`config.mk`:
```
export PLATFORM = sky130hd
export DESIGN_NAME = mips_regfile_sb
export DESIGN_NICKNAME = d
export VERILOG_FILES = /design/src/rtl/mips_pkg.sv /design/src/rtl/regfile_lane_merge.sv /design/src/rtl/mips_regfile_sb.sv
export SDC_FILE = /design/constraint.sdc
export NUM_CORES = 2
export LEC_CHECK = 0
export CORE_ASPECT_RATIO = 0.75
export CORE_MARGIN = 2
export CORE_UTILIZATION = 59
export DETAILED_ROUTE_END_ITERATION = 16
export PLACE_DENSITY = 0.8
export SLEW_MARGIN = 30
export SYNTH_ARGS = -nofsm -noshare
export SYNTH_HDL_FRONTEND = slang
export SYNTH_SLANG_ARGS = --single-unit
```
`constraint.sdc`:
```
create_clock -name clk -period 3.86 [get_ports clk]
set_clock_uncertainty 0.15 [all_clocks]
set_input_delay 0.579 -clock clk [delete_from_list [all_inputs] [get_ports clk]]
set_output_delay 0.579 -clock clk [all_outputs]
set_load 0.01 [all_outputs]
```
`src/rtl/mips_pkg.sv`:
```
// Shared MIPS core constants: opcodes, link register, link offset and byte-enable patterns.
package mips_pkg;

  localparam logic [5:0] OP_JAL = 6'h03;
  localparam logic [5:0] OP_LUI = 6'h0F;
  localparam logic [5:0] OP_LB  = 6'h20;
  localparam logic [5:0] OP_LH  = 6'h21;

  localparam int unsigned REG_RA      = 31;
  localparam int unsigned LINK_OFFSET = 4;

  localparam logic [3:0] BE_BYTE = 4'b0001;
  localparam logic [3:0] BE_HALF = 4'b0011;
  localparam logic [3:0] BE_WORD = 4'b1111;

endpackage

```
`src/rtl/regfile_lane_merge.sv`:
```
// Byte-enable merge of an old and a new register word; shared by write and bypass paths.
module regfile_lane_merge #(
  parameter int unsigned DATA_W = 32
) (
  input  logic [DATA_W-1:0]   old_word,
  input  logic [DATA_W-1:0]   new_word,
  input  logic [DATA_W/8-1:0] be,
  output logic [DATA_W-1:0]   merged
);

  always_comb begin
    merged = old_word;
    for (int unsigned i = 0; i < DATA_W/8; i++) begin
      if (be[i]) merged[8*i +: 8] = new_word[8*i +: 8];
    end
  end

endmodule

```
`src/rtl/mips_regfile_sb.sv`:
```
// MIPS register file with byte-lane writes, link port, registered read ports and busy scoreboard.
// Optional same-cycle write-to-read bypass enabled by defining REGFILE_BYPASS_EN.
module mips_regfile_sb
  import mips_pkg::*;
#(
  parameter int unsigned DATA_W   = 32,
  parameter int unsigned NUM_REGS = 32,
  parameter int unsigned NUM_RD   = 2,
  parameter int unsigned ADDR_W   = $clog2(NUM_REGS)
) (
  input  logic                     clk,
  input  logic                     rst_n,
  input  logic                     rd_en,
  input  logic [NUM_RD*ADDR_W-1:0] rd_addr,
  output logic [NUM_RD*DATA_W-1:0] rd_data,
  output logic [NUM_RD-1:0]        rd_busy,
  input  logic                     wr_en,
  input  logic [ADDR_W-1:0]        wr_addr,
  input  logic [DATA_W-1:0]        wr_data,
  input  logic [DATA_W/8-1:0]      wr_be,
  input  logic                     link_en,
  input  logic [DATA_W-1:0]        link_pc,
  input  logic                     iss_en,
  input  logic [ADDR_W-1:0]        iss_addr,
  output logic                     any_busy
);

  localparam int unsigned LINK_REG = NUM_REGS - 1;

  logic [DATA_W-1:0]        regs_q [NUM_REGS];
  logic [DATA_W-1:0]        regs_d [NUM_REGS];
  logic [NUM_REGS-1:0]      busy_q, busy_d;
  logic [NUM_RD*DATA_W-1:0] rd_data_q, rd_data_d;
  logic [NUM_RD-1:0]        rd_busy_q, rd_busy_d;
  logic [DATA_W-1:0]        wr_merged;
  logic [DATA_W-1:0]        link_val;

  regfile_lane_merge #(.DATA_W(DATA_W)) u_merge (
    .old_word (regs_q[wr_addr]),
    .new_word (wr_data),
    .be       (wr_be),
    .merged   (wr_merged)
  );

  assign link_val = link_pc + DATA_W'(LINK_OFFSET);

  // Link is applied after the write so it wins on a collision; r0 is forced last.
  always_comb begin
    for (int unsigned r = 0; r < NUM_REGS; r++) regs_d[r] = regs_q[r];
    if (wr_en) regs_d[wr_addr] = wr_merged;
    if (link_en) regs_d[LINK_REG] = link_val;
    regs_d[0] = '0;
  end

  always_comb begin
    busy_d = busy_q;
    if (wr_en) busy_d[wr_addr] = 1'b0;
    if (link_en) busy_d[LINK_REG] = 1'b0;
    if (iss_en) busy_d[iss_addr] = 1'b1;
    busy_d[0] = 1'b0;
  end

  // Bypass reads the next-state arrays, so lane merge and link priority carry over unchanged.
  always_comb begin
    rd_data_d = rd_data_q;
    rd_busy_d = rd_busy_q;
    if (rd_en) begin
      for (int unsigned k = 0; k < NUM_RD; k++) begin
`ifdef REGFILE_BYPASS_EN
        rd_data_d[k*DATA_W +: DATA_W] = regs_d[rd_addr[k*ADDR_W +: ADDR_W]];
        rd_busy_d[k]                  = busy_d[rd_addr[k*ADDR_W +: ADDR_W]];
`else
        rd_data_d[k*DATA_W +: DATA_W] = regs_q[rd_addr[k*ADDR_W +: ADDR_W]];
        rd_busy_d[k]                  = busy_q[rd_addr[k*ADDR_W +: ADDR_W]];
`endif
      end
    end
  end

  always_ff @(posedge clk or negedge rst_n) begin
    if (!rst_n) begin
      for (int unsigned r = 0; r < NUM_REGS; r++) regs_q[r] <= '0;
      busy_q    <= '0;
      rd_data_q <= '0;
      rd_busy_q <= '0;
    end else begin
      for (int unsigned r = 0; r < NUM_REGS; r++) regs_q[r] <= regs_d[r];
      busy_q    <= busy_d;
      rd_data_q <= rd_data_d;
      rd_busy_q <= rd_busy_d;
    end
  end

  assign rd_data  = rd_data_q;
  assign rd_busy  = rd_busy_q;
  assign any_busy = |busy_q;

endmodule

```
==> results.py <==
metrics = {
    "worst_setup_path": {
        "crit_arrival_ns": 2.65,
        "r2r_slack_ns": 1.21,
        "critPathKind": "register to output pin",
        "r2r_start": "regs_q[862]$_DFFE_PN0P_",
        "critPathRequiredTime_ns": 3.13,
        "worst_r2r_path_depth": 7,
        "end_kind": "output pin",
        "cp-start-kind": "register",
        "path_max_fanout": 4,
        "rr_endpoint": "regs_q[30]$_DFFE_PN0P_",
    },
    "synthesis": {
        "synthArstFlopShare": 1.00,
        "postSynthCellCount": 5593,
        "syn_area_per_cell_um2": 11.4,
        "synth_ff_type": "dfrtp_1",
        "syn-num-nets": 5688,
        "ys_ff_latch": 1089,
        "synth_cell_type_count": 77,
        "syn-cell-area_um2": 64000,
        "synth_edf_count": 0,
        "ys_warn_count": 0,
        "ys_seq_area_frac": 0.426,
    },
    "clock_network": {
        "insertion_delay_ns": 0.75,
        "cts.htree.levels": 3,
        "path_clk_slew_ns": 0.06,
        "cts_tree": "done",
        "clock-sinks": 1089,
        "ctsResizeCount": 0,
        "cts-root-buf": "clkbuf_16",
        "numCtsBuffers": 109,
        "cts_buffer_depth": 3,
    },
    "timing": {
        "setup_viol": 0,
        "fmax_ghz": 0.296,
        "period_share": 0.874,
        "fin_crit_ns": 3.37,
        "slew_headroom": 0.203,
        "slew_violations": 0,
        "finalHoldViolCount": 0,
        "grt_setup_unrepaired": "false",
        "setup_tns_ns": 0,
        "tightestPinTransition_ns": 1.19,
        "holdWs_ns": 0.116,
    },
    "run_status": {
        "outcome": "finished, final reports clean",
    },
    "worst_hold_path": {
        "hold_depth": 2,
        "hold_start": "rd_en",
        "hp-class": "primary input to register",
        "whs_endpoint": "rd_data[39]$_DFFE_PN0P_",
    },
    "routing": {
        "viasPerCell": 7.65,
        "remaining_drc_errors": 0,
        "drt-initial-drc-count": 9261,
        "wl_um": 243000,
        "dr.pass1.iters": 7,
        "wl_per_cell_um": 34.0,
        "num_vias": 54719,
        "drtAntennaViolNets": 0,
    },
    "floorplanning": {
        "fp.coreArea_um2": 107000,
        "initial_core_util": 0.596,
        "num_rows": 104,
        "boundaryPins": 161,
        "die-height_um": 289,
        "die_w_um": 384,
        "die_area_um2": 111000,
    },
    "placed_design": {
        "place_congestion": 0.977,
        "io_buffers": 160,
        "hpwl_um": 157000,
        "placed_cell_area_um2": 68800,
    },
    "pwr": {
        "p_leak_nw": 31.0,
        "p_per_area_nw_per_um2": 497,
        "ir_drop_mv": 0.474,
    },
    "grt": {
        "grt_pass1_vias": 53703,
        "met3_usage": 0.218,
        "grt_pass1_wl_um": 358000,
        "grt_usage": 0.444,
        "grt_max_degree": 101,
        "met2_usage": 0.610,
        "gr-usage-met1": 0.560,
        "top_usage_layer": "met2",
        "antenna_found_initial": 11,
        "grt.overflow.total": 0,
    },
    "final_layout": {
        "stdcell_area_um2": 72500,
        "final_layout_size_suffix_gt1_frac": 0.258,
        "nets": 5719,
        "syn_to_final_growth_pct": 13.4,
    },
    "run": {
        "maxCapViolCount": 0,
    },
}
-- cell usage after synthesis, types with 6 or more instances --
cell / n / share of area
a211oi_1: 13 / 0.0015
a21oi_1: 112 / 0.0088
a221oi_1: 13 / 0.0018
a22o_1: 85 / 0.012
a22oi_1: 30 / 0.0035
a31oi_1: 7 / 0.00068
and2_1: 6 / 0.00059
and3_1: 19 / 0.0019
buf_1: 67 / 0.0039
buf_2: 85 / 0.0067
buf_4: 29 / 0.0034
buf_6: 9 / 0.0016
clkbuf_1: 396 / 0.023
dfrtp_1: 1089 / 0.43
inv_1: 8 / 0.00047
mux2_2: 102 / 0.018
mux2i_1: 248 / 0.039
mux4_2: 735 / 0.26
nand2_1: 1074 / 0.063
nand2b_1: 14 / 0.0014
nand3_1: 32 / 0.0025
nand3b_1: 6 / 0.00070
nand4_1: 14 / 0.0014
nor2_1: 128 / 0.0075
nor2b_1: 11 / 0.0011
nor3_1: 10 / 0.00078
nor3b_1: 8 / 0.00094
nor4_1: 11 / 0.0011
o211ai_1: 13 / 0.0015
o21ai_0: 902 / 0.071
o21ai_1: 92 / 0.0072
o21ai_2: 30 / 0.0041
o221ai_1: 9 / 0.0012
o22ai_1: 73 / 0.0071
o31ai_1: 7 / 0.00082
xnor2_1: 11 / 0.0015
xor2_1: 11 / 0.0015
-- layout make-up --
cell class | count | area (um^2)
antenna | 10 | 25.0
clock buffer | 159 | 3210
clock inverter | 40 | 442
fill | 7456 | 34800
inverter | 11 | 41.3
multi-input combinational | 3904 | 34500
sequential | 1089 | 27300
tap | 1431 | 1790
timing repair buffer | 509 | 5270
-- layer usage --
metal  up-vias  wire length [um]
li1      21084                 -
met1     26730             78900
met2      5466            100000
met3      1429             43700
met4        10             20100
met5         -               190
-- report_power, final --
group          total (mW)  leakage (nW)  internal (mW)  switching (mW)
Sequential           15.9          14.1           13.6            2.36
Clock                11.1          1.77           6.23            4.88
Combinational        9.04          15.1           4.73            4.31
Total                36.1          31.0           24.5            11.6
-- layout by cell type, fill, tap and decap left out, drive strengths merged, types with 22 or more instances in the layout --
master / n
nor2: 128
dfrtp: 1089
clkbuf: 159
a22o: 85
mux2i: 248
o21ai: 1024
clkinv: 22
a21oi: 112
nand2: 1074
mux2: 103
mux4: 735
clkdlybuf4s50: 142
o22ai: 73
buf: 366
a22oi: 30
nand3: 32
-- critical path, cell delays in order (launching register included) --
cell             delay (ns)
dfrtp_1                0.40
or4_1                  0.51
nor4_1                 0.26
nand4_1                0.21
clkdlybuf4s50_1        0.53
-- metrics by stage --
stage	std cells	power (mW)	worst slack (ns)	util
floorplan	5593	21.3	0.874	-
global placement	6942	24.1	0.259	0.641
detailed placement	6942	24.7	0.210	0.641
CTS	7142	35.6	0.400	0.675
global route	7145	37.3	0.381	0.675
finish	7153	36.1	0.485	0.676
-- flip-flops by register name, indices dropped and copies added, names as in the netlist --
register and flops:
busy_q 31, rd_busy 2, rd_data 64, regs_q 992
-- what timing repair did --
action                                 4_1_cts  5_1_grt
hold buffers                                 1        0
endpoints found under the hold margin       54        0
buffers inserted                             0        0
-- worst max-delay path by stage --
stage | start | endpoint | slack (ns) | cells after the start
after detailed placement | wr_addr[2] | regs_q[805]$_DFFE_PN0P_ | 0.21 | 7
after floorplan | rd_addr[0] | rd_data[2]$_DFFE_PN0P_ | 0.87 | 7
after CTS | busy_q[13]$_DFF_PN0_ | any_busy | 0.40 | 4
final | busy_q[13]$_DFF_PN0_ | any_busy | 0.49 | 4
after global routing | busy_q[13]$_DFF_PN0_ | any_busy | 0.38 | 4
after global placement | wr_addr[2] | regs_q[325]$_DFFE_PN0P_ | 0.26 | 7
-- cell families (layout without fill, tap and decap cells) --
family,count (synthesis),in the layout,share of synthesized area
compound gates,1426,1426,0.127
buf+inv,600,719,0.0397
xor+xnor,22,22,0.00301
flops,1089,1089,0.426
simple gates,1369,1369,0.0879
other cells,0,10,0
fa+ha+maj,1,1,0.000196
mux,1086,1086,0.316
(Power assumes the default switching activity.)
